## src/rtl/sonic_gearbox_tx_xg_if.sv

```systemverilog
// Block/word handshake bundle for the 66:40 transmit gearbox.
// master drives blocks in and consumes words; slave is the gearbox itself.
interface sonic_gearbox_tx_xg_if #(
  parameter int IN_W  = 66,
  parameter int OUT_W = 40
);
  logic             in_valid;
  logic             in_ready;
  logic [IN_W-1:0]  data_in;
  logic             out_valid;
  logic             out_ready;
  logic [OUT_W-1:0] data_out;

  modport master (
    output in_valid, data_in, out_ready,
    input  in_ready, out_valid, data_out
  );

  modport slave (
    input  in_valid, data_in, out_ready,
    output in_ready, out_valid, data_out
  );
endinterface

```

## src/rtl/sonic_gearbox_tx_xg.sv

```systemverilog
// 66:40 transmit gearbox: words appear one cycle after the filling block; out_ready low holds the word and stalls input at fill >= OUT_W.
// Optional sync-header error counter under SONIC_GEARBOX_TX_SH_CHECK_EN.
module sonic_gearbox_tx_xg #(
  parameter int IN_W   = 66,
  parameter int OUT_W  = 40,
  parameter int FILL_W = 7
) (
  input  logic                clk,
  input  logic                reset_n,
  sonic_gearbox_tx_xg_if.slave bus,
  output logic [FILL_W-1:0]   fill_level,
  output logic [15:0]         sh_err_cnt
);
  localparam int BUF_W = IN_W + OUT_W;
  localparam logic [FILL_W-1:0] IN_F   = FILL_W'(IN_W);
  localparam logic [FILL_W-1:0] OUT_F  = FILL_W'(OUT_W);
  localparam logic [FILL_W-1:0] OUT2_F = FILL_W'(2 * OUT_W);

  logic [BUF_W-1:0]  buf_q, buf_n, buf_e;
  logic [FILL_W-1:0] fill_q, fill_n, fill_e;
  logic              emit, accept;

  assign bus.out_valid = (fill_q >= OUT_F);
  assign bus.data_out  = buf_q[OUT_W-1:0];
  // out_ready feeds in_ready combinationally so a full drain and refill can share a cycle.
  assign bus.in_ready  = reset_n && ((fill_q < OUT_F) || (bus.out_ready && (fill_q < OUT2_F)));
  assign emit          = bus.out_valid && bus.out_ready;
  assign accept        = bus.in_valid && bus.in_ready;
  assign fill_level    = fill_q;

  always_comb begin
    buf_e  = buf_q;
    fill_e = fill_q;
    if (emit) begin
      buf_e  = buf_q >> OUT_W;
      fill_e = fill_q - OUT_F;
    end
    buf_n  = buf_e;
    fill_n = fill_e;
    if (accept) begin
      buf_n  = (buf_e & ~({BUF_W{1'b1}} << fill_e)) | (BUF_W'(bus.data_in) << fill_e);
      fill_n = fill_e + IN_F;
    end
  end

  always_ff @(posedge clk or negedge reset_n) begin
    if (!reset_n) begin
      buf_q  <= '0;
      fill_q <= '0;
    end else begin
      buf_q  <= buf_n;
      fill_q <= fill_n;
    end
  end

`ifdef SONIC_GEARBOX_TX_SH_CHECK_EN
  logic [15:0] sh_err_q;
  logic        sh_bad;

  // Valid headers are 01 (data) and 10 (control); the block goes out untouched either way.
  assign sh_bad = (bus.data_in[1:0] == 2'b00) || (bus.data_in[1:0] == 2'b11);

  always_ff @(posedge clk or negedge reset_n) begin
    if (!reset_n) begin
      sh_err_q <= '0;
    end else if (accept && sh_bad && (sh_err_q != 16'hFFFF)) begin
      sh_err_q <= sh_err_q + 16'd1;
    end
  end

  assign sh_err_cnt = sh_err_q;
`else
  assign sh_err_cnt = '0;
`endif
endmodule

```

## src/flat_wrapper.sv

```systemverilog
// flat-port wrapper written by rule: the top's interface ports become plain ports
module sonic_gearbox_tx_xg_flat 
#(
  parameter int IN_W   = 66,
  parameter int OUT_W  = 40,
  parameter int FILL_W = 7
)
  (clk, reset_n, fill_level, sh_err_cnt, bus_in_valid, bus_data_in, bus_out_ready, bus_in_ready, bus_out_valid, bus_data_out);
  sonic_gearbox_tx_xg_if #(.IN_W(IN_W), .OUT_W(OUT_W)) bus_i ();
  input  logic clk;
  input  logic reset_n;
  output logic [FILL_W-1:0] fill_level;
  output logic [15:0] sh_err_cnt;
  input wire logic [$bits(bus_i.in_valid)-1:0] bus_in_valid;
  input wire logic [$bits(bus_i.data_in)-1:0] bus_data_in;
  input wire logic [$bits(bus_i.out_ready)-1:0] bus_out_ready;
  output wire logic [$bits(bus_i.in_ready)-1:0] bus_in_ready;
  output wire logic [$bits(bus_i.out_valid)-1:0] bus_out_valid;
  output wire logic [$bits(bus_i.data_out)-1:0] bus_data_out;
  assign bus_i.in_valid = bus_in_valid;
  assign bus_i.data_in = bus_data_in;
  assign bus_i.out_ready = bus_out_ready;
  assign bus_in_ready = bus_i.in_ready;
  assign bus_out_valid = bus_i.out_valid;
  assign bus_data_out = bus_i.data_out;
  sonic_gearbox_tx_xg #(.IN_W(IN_W), .OUT_W(OUT_W), .FILL_W(FILL_W)) u_core (.clk(clk), .reset_n(reset_n), .bus(bus_i), .fill_level(fill_level), .sh_err_cnt(sh_err_cnt));
endmodule
```

## config.mk

```make
export PLATFORM = sky130hd
export DESIGN_NAME = sonic_gearbox_tx_xg_flat
export DESIGN_NICKNAME = d
export VERILOG_FILES = /design/src/rtl/sonic_gearbox_tx_xg_if.sv /design/src/rtl/sonic_gearbox_tx_xg.sv /design/src/flat_wrapper.sv
export SDC_FILE = /design/constraint.sdc
export NUM_CORES = 1
export LEC_CHECK = 0
export ABC_AREA = 0
export CAP_MARGIN = 40
export CORE_UTILIZATION = 35
export CTS_CLUSTER_DIAMETER = 50
export DETAILED_ROUTE_END_ITERATION = 12
export SLEW_MARGIN = 20
export SYNTH_ARGS = -nofsm -noshare
export SYNTH_HDL_FRONTEND = slang
export SYNTH_SLANG_ARGS = --single-unit
```

## constraint.sdc

```tcl
create_clock -name clk -period 3.5 [get_ports clk]
set_input_delay 0.35 -clock clk [delete_from_list [all_inputs] [get_ports clk]]
set_output_delay 0.35 -clock clk [all_outputs]
set_load 0.01 [all_outputs]
```

==> summary.txt <==
Clock tree
  • Clock Latency Late Sink: around 0.38 ns
  • CTS tree: yes
  • Htree depth: 3
  • CTS sink count: 112
  • Clock buffer count from CTS: 9
  • # hold bufs at CTS: 0
  • Clock transition at the registers of the reported paths: around 0.09 ns
  • Post-CTS resize count: 0
  • Total setup buffers inserted after CTS: 0
  • Clk buf depth: 2
  • Root buffer cell: clkbuf_16

Detailed routing
  • Vias: 9,605
  • DRC violations left: 0
  • ANT nets after route: 0
  • WL final: ~42,000 µm
  • First DRT Iteration DRCs: ~1,200
  • WL/cell: ~27 µm
  • Via/cell ratio: slightly above 6
  • First-pass DRT Iterations: 5

Synthesis
  • Cell taking the most area after synthesis: dfrtp_1
  • Share of Yosys cell area claimed by the top area cell type: 0.281
  • Synthesis Warnings: 0
  • Synth unique cells: 67
  • Most used flip-flop cell after synthesis: dfrtp_1
  • Synth Register Bits: ~110
  • Top cells by area, synth: dfrtp_1 28%, mux2i_1 17%, nand2_1 5.9%
  • Register area share after synthesis: 0.281
  • Synth Cell Area: about 0.010 mm²
  • Mapped Cells: 1,120
  • Number of synthesized flops with an enable pin: 0
  • Syn_area_per_cell: between 8 and 9 µm²
  • Post-synth ARST share: 1.00

Timing
  • Final Hold Vio Count: 0
  • Crit path time final: approximately 3.3 ns
  • Clock Skew: 0.0136 ns
  • Relative slew slack: 0.412
  • Hold_ws: 0.0849 ns
  • TNS Setup: 0 ns
  • Number of max-slew violations in the final report: 0
  • Fin crit share: 0.933
  • Unrepaired setup endpoints after global routing: false
  • Least-Margin Pin Slew: about 0.9 ns
  • Final setup fails: 0
  • Achievable Freq: ~310 MHz

Die
  • Starting Density: 0.357
  • IO Count: approximately 140
  • Die area: slightly below 0.03 mm²
  • Die W: roughly 170 µm
  • CORE AREA: between 0.02 and 0.03 mm²
  • Num rows: 61
  • Die H: 171 µm

Global route
  • First-pass GRT wire length: a little over 60,000 µm
  • Vias in the first global route: 9,092
  • GRT Total Usage: 0.290
  • Initial antenna violation count: 0
  • Overflow after GRT: 0
  • Largest net degree at the start of global routing: 114

Critical path
  • Crit path DAT: approximately 3.6 ns
  • Cell count along the critical path: 10
  • Crit path cell chain: inv_1, ha_2, nand2_2, a21oi_4, xnor2_4, buf_4, mux2_2, mux2i_1, o22ai_1, a31oi_1
  • Worst path slowest cell: dfrtp_4
  • Worst-path fanout max: 31
  • Worst R2R Path Depth: 10
  • Max incr delay on CP: between 0.4 and 0.5 ns
  • Crit. End Element: flop
  • Worst Path Required: ~3.8 ns
  • WS Path Type: reg2reg
  • Largest delay share family, worst path: multiplexers
  • Buf/Inv on CP: 2
  • Critical path launch point type: flop

Flow run
  • Max-Cap Viols: 0

Cells and area
  • Fill cells: about 2,900
  • Nets: ~1,300
  • Area grow syn2layout: 17.7%
  • Share of layout cells above drive strength 1: 0.150
  • Post-route cell area: approximately 0.012 mm²

Place
  • RePlAce Congestion: ~1
  • Port-buffer cells: between 100 and 150
  • Detail Placement HPWL: roughly 32,000 µm
  • Post-DP Area: ~0.011 mm²

Worst hold path
  • Worst Hold Class: in2async

Status
  • Status: completed
==> final timing paths <==
| check | startpoint | to | slack (ns) |
|---|---|---|---|
| max | u_core.fill_level[1] | u_core.buf_q[64] | 0.23 |
| min | reset_n | u_core.buf_q[39] | 0.08 |
| max reg2reg | u_core.fill_level[1] | u_core.buf_q[64] | 0.23 |
| min reg2reg | u_core.buf_q[96] | u_core.buf_q[96] | 0.48 |
| max in group asynchronous | reset_n | u_core.buf_q[70] | 2.92 |
| min in group clk | u_core.buf_q[96] | u_core.buf_q[96] | 0.48 |
==> metrics by stage <==
stage | cells | setup slack [ns] | utilization
floorplan | 1136 | 0.00622 | -
global placement | 1552 | 0.307 | 0.409
detailed placement | 1552 | 0.288 | 0.409
CTS | 1568 | 0.296 | 0.420
global route | 1568 | 0.0536 | 0.420
finish | 1569 | 0.235 | 0.420
==> logic make-up (layout without fill, tap and decap cells) <==
logic type,count (synthesis),count (layout),share of synthesized area
xor+xnor,5,5,0.00627
mux,242,242,0.282
fa+ha+maj,6,6,0.00752
flops,112,112,0.281
compound gates,313,313,0.209
other cells,1,18,0.000376
simple gates,279,279,0.116
buf+inv,162,216,0.0978
==> cell usage after synthesis (6+ instances only) <==
master    instances
a221oi_1         21
o22ai_1          33
dfrtp_1         112
nand3_1          18
clkbuf_1         40
buf_4            69
nor2_1           66
a22oi_1          21
nand2_1         158
a211oi_1          8
mux4_2           25
ha_1              6
o211ai_1         13
buf_2            19
o21ai_0          58
a21oi_1          70
o221ai_1         19
a31oi_1          14
inv_1            11
mux2_2           46
nor2b_1           6
a21o_1            7
nor3_1           10
mux2i_1         170
buf_1            10
a221o_1           9
buf_6             7
==> worst register-to-register path: stages (launching register included) <==
cell	delay (ns)
dfrtp_4	0.49
inv_1	0.13
ha_2	0.27
nand2_2	0.16
a21oi_4	0.31
xnor2_4	0.17
buf_4	0.46
mux2_2	0.46
mux2i_1	0.39
o22ai_1	0.17
a31oi_1	0.18
==> metal layers <==
| layer | routed length, µm | vias up | global-route usage | share of wire |
|---|---|---|---|---|
| li1 | - | 4244 | - | - |
| met1 | 18800 | 4730 | 0.413 | 0.45 |
| met2 | 17400 | 549 | 0.416 | 0.41 |
| met3 | 3710 | 82 | 0.0560 | 0.088 |
| met4 | 2160 | 0 | 0.142 | 0.051 |
| met5 | 0 | - | 0 | 0 |
==> sequential cells by signal, indices dropped and copies added, names as in the netlist <==
signal	cells
u_core.fill_level	6
u_core.buf_q	106
==> final cells by class <==
cell class	instances	area (µm²)	area share
multi-input cells	862	6310	0.538
flip-flops and latches	112	2810	0.239
repair buffers	185	1780	0.152
well taps	378	473	0.0403
clock buffers	9	225	0.0192
clock inverters	7	80.1	0.00682
inverters	15	61.3	0.00522
diodes	1	2.50	0.000213
==> placed cells by master, fill, tap and decap left out, types with 3 or more instances in the layout <==
cell type        count
a21oi_1             69
o21ai_0             58
o31ai_1              3
nand2b_1             4
xnor2_1              4
nor2b_1              6
mux2_2              46
o32ai_1              3
a211oi_1             8
mux4_2              25
clkbuf_16            9
o22ai_1             33
mux2i_1            167
a22oi_1             21
conb_1              17
clkdlybuf4s50_1    116
o21a_1               5
a2bb2oi_1            3
nand2_1            158
o211ai_1            13
nor3_1              10
ha_1                 4
a21o_1               6
inv_1               11
a221oi_1            21
or3_1                3
nor2_1              66
o221ai_1            19
dfrtp_1            110
o2bb2ai_1            3
a32oi_1              3
a31oi_1             14
buf_4               61
o22a_1               5
buf_12               8
a221o_1              9
nand3_1             18
Power is left out: the tool's default activity adds up to more than one toggle a clock period on the data nets, which glitch-free logic cannot reach.
